--- src/rtl/mux8_rr_arbiter_if.sv ---
// Request/grant bundle between the eight requesters, the shared resource and the arbiter.
// The arbiter takes the slave view; the requester/resource side takes the master view.
interface mux8_rr_arbiter_if;
  // Handshake: req_i[k] is held by requester k until it sees grant_o[k]. It stays
  // high for as long as the requester wants the resource. done_i is a one-cycle
  // completion strobe for the current owner's transaction. grant_o, sel_o, busy_o
  // and timeout_o are registered and change only on clock edges.
  logic [7:0] req_i;
  logic       done_i;
  logic [7:0] grant_o;
  logic [2:0] sel_o;
  logic       busy_o;
  logic       timeout_o;

  modport master (
    output req_i, done_i,
    input  grant_o, sel_o, busy_o, timeout_o
  );

  modport slave (
    input  req_i, done_i,
    output grant_o, sel_o, busy_o, timeout_o
  );
endinterface

--- src/rtl/mux8_rr_arbiter.sv ---
// Round-robin arbiter for one shared 32-bit port across 8 requesters, with a hold timeout.
// All outputs are registered, and ownership hands over with no idle bubble.
module mux8_rr_arbiter #(
  parameter int MAX_HOLD = 16,
  parameter int CNT_W    = 5
) (
  input  logic                clk_i,
  input  logic                rst_i,
  mux8_rr_arbiter_if.slave    bus,
  output logic                state_dbg
);

  typedef enum logic {IDLE = 1'b0, BUSY = 1'b1} state_t;

  // Saturation point of the hold counter; with the timeout disabled it saturates at all-ones.
  localparam logic [CNT_W-1:0] CNT_SAT = (MAX_HOLD == 0) ? {CNT_W{1'b1}} : CNT_W'(MAX_HOLD);

  state_t           state_q, state_n;
  logic [7:0]       grant_q, grant_n;
  logic [2:0]       sel_q, sel_n;
  logic             busy_q, busy_n;
  logic             tout_q, tout_n;
  logic [CNT_W-1:0] cnt_q, cnt_n;
  logic [2:0]       ptr_q, ptr_n;

  logic [7:0] owner_bit;
  logic       owner_req;
  logic       by_limit;
  logic       tout_only;
  logic       release_c;
  logic [3:0] idle_win;
  logic [3:0] busy_win;

  // Returns {found, index} of the first set bit scanning start, start+1, ... mod 8.
  function automatic logic [3:0] pick(input logic [7:0] req, input logic [2:0] start);
    logic [3:0] res;
    logic [2:0] idx;
    res = 4'd0;
    for (int i = 7; i >= 0; i--) begin
      idx = start + 3'(i);
      if (req[idx]) res = {1'b1, idx};
    end
    return res;
  endfunction

  always_ff @(posedge clk_i or negedge rst_i) begin
    if (!rst_i) begin
      state_q <= IDLE;
      grant_q <= 8'd0;
      sel_q   <= 3'd0;
      busy_q  <= 1'b0;
      tout_q  <= 1'b0;
      cnt_q   <= '0;
      ptr_q   <= 3'd0;
    end else begin
      state_q <= state_n;
      grant_q <= grant_n;
      sel_q   <= sel_n;
      busy_q  <= busy_n;
      tout_q  <= tout_n;
      cnt_q   <= cnt_n;
      ptr_q   <= ptr_n;
    end
  end

  always_comb begin
    state_n   = state_q;
    grant_n   = grant_q;
    sel_n     = sel_q;
    busy_n    = busy_q;
    tout_n    = 1'b0;
    cnt_n     = cnt_q;
    ptr_n     = ptr_q;
    owner_bit = 8'b1 << sel_q;
    owner_req = |(bus.req_i & owner_bit);
    by_limit  = (MAX_HOLD != 0) && (cnt_q == CNT_SAT);
    // The counter limit counts as a timeout only when nothing else ends the grant.
    tout_only = by_limit && !bus.done_i && owner_req;
    release_c = bus.done_i || !owner_req || by_limit;
    idle_win  = pick(bus.req_i, ptr_q);
    busy_win  = pick(bus.req_i & ~owner_bit, sel_q + 3'd1);

    case (state_q)
      IDLE: begin
        if (idle_win[3]) begin
          grant_n = 8'b1 << idle_win[2:0];
          sel_n   = idle_win[2:0];
          busy_n  = 1'b1;
          cnt_n   = CNT_W'(1);
          state_n = BUSY;
        end else begin
          grant_n = 8'd0;
          busy_n  = 1'b0;
        end
      end
      BUSY: begin
        if (!release_c) begin
          cnt_n = (cnt_q == CNT_SAT) ? cnt_q : cnt_q + CNT_W'(1);
        end else begin
          ptr_n  = sel_q + 3'd1;
          tout_n = tout_only;
          if (busy_win[3]) begin
            grant_n = 8'b1 << busy_win[2:0];
            sel_n   = busy_win[2:0];
            cnt_n   = CNT_W'(1);
          end else if (owner_req && !tout_only) begin
            cnt_n = CNT_W'(1);
          end else begin
            // A timed-out sole requester sits out one idle cycle before it can win again.
            grant_n = 8'd0;
            busy_n  = 1'b0;
            cnt_n   = '0;
            state_n = IDLE;
          end
        end
      end
      default: begin
        state_n = IDLE;
        grant_n = 8'd0;
        busy_n  = 1'b0;
      end
    endcase
  end

  assign bus.grant_o   = grant_q;
  assign bus.sel_o     = sel_q;
  assign bus.busy_o    = busy_q;
  assign bus.timeout_o = tout_q;
  assign state_dbg     = (state_q == BUSY);

endmodule
--- src/flat_wrapper.sv ---
// flat-port wrapper written by rule: the top's interface ports become plain ports
module mux8_rr_arbiter_flat 
#(
  parameter int MAX_HOLD = 16,
  parameter int CNT_W    = 5
)
  (clk_i, rst_i, state_dbg, bus_req_i, bus_done_i, bus_grant_o, bus_sel_o, bus_busy_o, bus_timeout_o);
  mux8_rr_arbiter_if bus_i ();
  input  logic clk_i;
  input  logic rst_i;
  output logic state_dbg;
  input wire logic [$bits(bus_i.req_i)-1:0] bus_req_i;
  input wire logic [$bits(bus_i.done_i)-1:0] bus_done_i;
  output wire logic [$bits(bus_i.grant_o)-1:0] bus_grant_o;
  output wire logic [$bits(bus_i.sel_o)-1:0] bus_sel_o;
  output wire logic [$bits(bus_i.busy_o)-1:0] bus_busy_o;
  output wire logic [$bits(bus_i.timeout_o)-1:0] bus_timeout_o;
  assign bus_i.req_i = bus_req_i;
  assign bus_i.done_i = bus_done_i;
  assign bus_grant_o = bus_i.grant_o;
  assign bus_sel_o = bus_i.sel_o;
  assign bus_busy_o = bus_i.busy_o;
  assign bus_timeout_o = bus_i.timeout_o;
  mux8_rr_arbiter #(.MAX_HOLD(MAX_HOLD), .CNT_W(CNT_W)) u_core (.clk_i(clk_i), .rst_i(rst_i), .bus(bus_i), .state_dbg(state_dbg));
endmodule
--- config.mk ---
export PLATFORM = sky130hd
export DESIGN_NAME = mux8_rr_arbiter_flat
export DESIGN_NICKNAME = d
export VERILOG_FILES = /design/src/rtl/mux8_rr_arbiter_if.sv /design/src/rtl/mux8_rr_arbiter.sv /design/src/flat_wrapper.sv
export SDC_FILE = /design/constraint.sdc
export NUM_CORES = 1
export LEC_CHECK = 0
export ABC_AREA = 1
export CORE_MARGIN = 3
export CORE_UTILIZATION = 55
export CTS_CLUSTER_DIAMETER = 120
export DETAILED_ROUTE_END_ITERATION = 12
export PLACE_DENSITY = 0.79
export RECOVER_POWER = 100
export SETUP_SLACK_MARGIN = 0.02
export SKIP_LAST_GASP = 1
export SYNTH_ARGS = -nofsm -noshare
export SYNTH_HDL_FRONTEND = slang
export SYNTH_SLANG_ARGS = --single-unit
--- constraint.sdc ---
create_clock -name clk_i -period 3.4 [get_ports clk_i]
set_input_delay 0.85 -clock clk_i [delete_from_list [all_inputs] [get_ports clk_i]]
set_output_delay 0.85 -clock clk_i [all_outputs]
set_load 0.05 [all_outputs]
==> run_results.csv <==
group,metric,value,unit
outcome,status,"complete, no violations",
yosys,synthArstFlopShare,100.0,%
timing,setup_tns,0,ns
clock_network,cts_tree,"built",
final_layout,fillers,460,
setup_path,worst_path_max_delay_cell,"dfrtp_1",
detailed_routing,via_per_inst,5.402,
setup_path,crit_type,"flip-flop to flip-flop",
worst_hold_path,hp-start,"u_core.bus.busy_o$_DFFE_PN0P_",
yosys,synth.net_count,448,
timing,setup_violations,0,
setup_path,crit-reg2reg-capture,"u_core.bus.grant_o[1]$_DFFE_PN0P_",
timing,timing.fmax,0.3311,GHz
clock_network,cts_buffers,3,
setup_path,crit_path_start_kind,"flip-flop",
yosys,synthCells,425,
yosys,ys_types,39,
final_layout,fin_cells,515,
yosys,synth.cell_area,2761,um^2
timing,slew_violations,0,
global_route,grt_pass1_vias,2713,
yosys,synth_edf_count,0,
final_layout,fin_nets,472,
placement,gp_congestion,0.9220,
timing,timing_hold_violations_final,0,
final_layout,drive_gt1_share,17.41,%
yosys,ys_seq_area_share,19.94,%
timing,fin_skew,0.006467,ns
detailed_routing,vias,2782,
worst_hold_path,hold_path_end,"u_core.bus.busy_o$_DFFE_PN0P_",
clock_network,clk_pin_slew,0.08,ns
global_route,grtUsageTotal,23.79,%
timing,rsz0062_at_grt,"false",
timing,fin_crit_sh,88.83,%
setup_path,worstPathCellList,"inv_1, ha_1, inv_1, nand3_1, nand3_1, nand2_1, inv_1, nand3_1, nand3_1, nand2_1, nand2_1, nand2_1, nand2_1, nand2_1, nand3_1, nand2_1, inv_1, a21oi_1",
clock_network,clockRootBuffer,"clkbuf_8",
placement,post-place-cells,511,
worst_hold_path,holdPathStages,1,
detailed_routing,wl,6642,um
detailed_routing,route.detailed.drc,0,
floorplanning,start_util,57.70,%
yosys,syn_avg_cell_area,6.497,um^2
detailed_routing,firstDrtPassIters,5,
yosys,ys_ff_latch,22,
timing,worst_pin_slew,1.139,ns
detailed_routing,first_iter_violations,148,
floorplanning,die_w,76.86,um
clock_network,cts_sinks,22,
clock_network,post_cts_buffers,0,
setup_path,r2r_setup_slack,0.38,ns
worst_hold_path,holdCritPathClass,"flip-flop to flip-flop",
clock_network,htreeDepth,1,
setup_path,required,3.58,ns
timing,maxSlewHeadroom,24.04,%
clock_network,postCtsHoldBufs,0,
clock_network,clk_latency,0.26,ns
floorplanning,rows,25,
floorplanning,io_pins,25,
setup_path,max_stage_delay,0.56,ns
final_layout,mostFrequentLayoutCells,"107 x nand2_1, 78 x nand3_1, 37 x inv_1",
floorplanning,coreArea,4786,um^2
placement,hpwl,5487,um
setup_path,reg2reg_depth,18,
global_route,antenna_found_initial,0,
yosys,ys.flop_type,"dfrtp_1",
final_layout,syn2layout_area_growth,11.42,%
detailed_routing,avgRoutedWirePerCell,12.90,um
global_route,grt_max_degree,23,
setup_path,cpMostUsedCell,"nand2_1",
flow_run,maxCapViolCount,0,
final_layout,utilization,64.29,%
timing,period_minus_slack,3.020,ns
detailed_routing,ant_nets,0,
clock_network,cts_resized,0,
setup_path,arrival,3.20,ns
setup_path,worstReg2RegStart,"u_core.ptr_q[1]$_DFFE_PN0P_",
setup_path,endpoint_kind,"flip-flop",
setup_path,crit_fanout,9,
floorplanning,die_area,5907,um^2
final_layout,diodes,0,
yosys,ys_warn_count,0,
clock_network,cts_buffer_depth,2,
placement,port_buffers,24,
global_route,overflow,0,
global_route,grt_pass1_wl,11870,um
final_layout,final_common_cell,"nand2_1",
floorplanning,fp.dieH,76.86,um
==> through the flow <==
stage / area, um^2 / hold WS, ns / worst slack [ns]
finish: 3077 / 0.5063 / 0.3799
global placement: 3039 / 0.4852 / 0.4412
CTS: 3094 / 0.5198 / 0.4659
floorplan: 2761 / 0.5189 / 0.5844
detailed placement: 3039 / 0.4922 / 0.3637
global route: 3077 / 0.5598 / 0.06563
==> worst max path at each step <==
stage,startpoint,endpoint,slack (ns),cells past startpoint
after floorplan,u_core.bus.sel_o[0]$_DFFE_PN0P_,u_core.bus.grant_o[4]$_DFFE_PN0P_,0.58,20
after global placement,bus_req_i[6],u_core.bus.grant_o[1]$_DFFE_PN0P_,0.44,17
after detailed placement,bus_req_i[7],u_core.bus.grant_o[7]$_DFFE_PN0P_,0.36,14
after CTS,u_core.bus.sel_o[1]$_DFFE_PN0P_,u_core.bus.grant_o[7]$_DFFE_PN0P_,0.47,17
after global routing,u_core.ptr_q[1]$_DFFE_PN0P_,u_core.bus.sel_o[0]$_DFFE_PN0P_,0.07,14
final,u_core.ptr_q[1]$_DFFE_PN0P_,u_core.bus.grant_o[1]$_DFFE_PN0P_,0.38,18
==> area by class of cell <==
cell class	count	area [um^2]	share of cell area, %
multi-input cells	340	1913	62.18
flip-flops and latches	22	550.5	17.89
repair buffers	29	270.3	8.784
inverters	53	203.9	6.629
well taps	67	83.83	2.725
clock buffers	4	55.05	1.789
==> cells in the mapped netlist (2+ instances only) <==
cell type	n	area [um^2]
xnor2_2	3	48.80
a21oi_4	3	48.80
nand2_4	3	33.78
a21oi_2	2	17.52
nand4_1	5	31.28
nor2_4	2	22.52
buf_4	6	45.04
nand3_2	14	140.1
a21oi_1	19	95.09
nor2_1	31	116.4
xor2_1	3	26.28
inv_1	36	135.1
nand2_1	104	390.4
inv_2	15	56.30
nor2_2	4	25.02
o211ai_1	2	15.01
nand3_1	78	390.4
nand2_2	22	137.6
xnor2_1	2	17.52
buf_6	3	33.78
o21ai_0	13	65.06
dfrtp_1	22	550.5
ha_1	12	150.1
o21ai_1	6	30.03
==> worst max-delay path, delay by kind of cell (launching register included) <==
kind / cells / cell delay, ns
buf+inv: 4 / 0.57
compound gates: 1 / 0.14
fa+ha+maj: 1 / 0.51
simple gates: 12 / 1.16
flops: 1 / 0.56
==> flip-flops by register name, summed over array words and instances (netlist names) <==
name                  flops
u_core.cnt_q              5
u_core.bus.grant_o        8
u_core.bus.timeout_o      1
u_core.state_dbg          1
u_core.bus.busy_o         1
u_core.bus.sel_o          3
u_core.ptr_q              3
==> cells by family (layout without fill, tap and decap cells) <==
| logic type | count (synthesis) | in the layout | synth area share (%) |
|---|---|---|---|
| simple gates | 268 | 268 | 48.57 |
| xor+xnor | 9 | 9 | 3.943 |
| buf+inv | 63 | 86 | 10.42 |
| fa+ha+maj | 12 | 12 | 5.437 |
| flops | 22 | 22 | 19.94 |
| compound gates | 51 | 51 | 11.69 |
==> metal layers <==
metal	track usage, %	part of all wire [%]	vias up
li1	-	-	1440
met1	31.06	46	1273
met2	41.81	50	65
met3	3.052	4.0	4
met4	5.072	0.63	0
met5	0	0	-
Power is left out: the tool's default activity adds up to more than one toggle a clock period on the data nets, which glitch-free logic cannot reach.
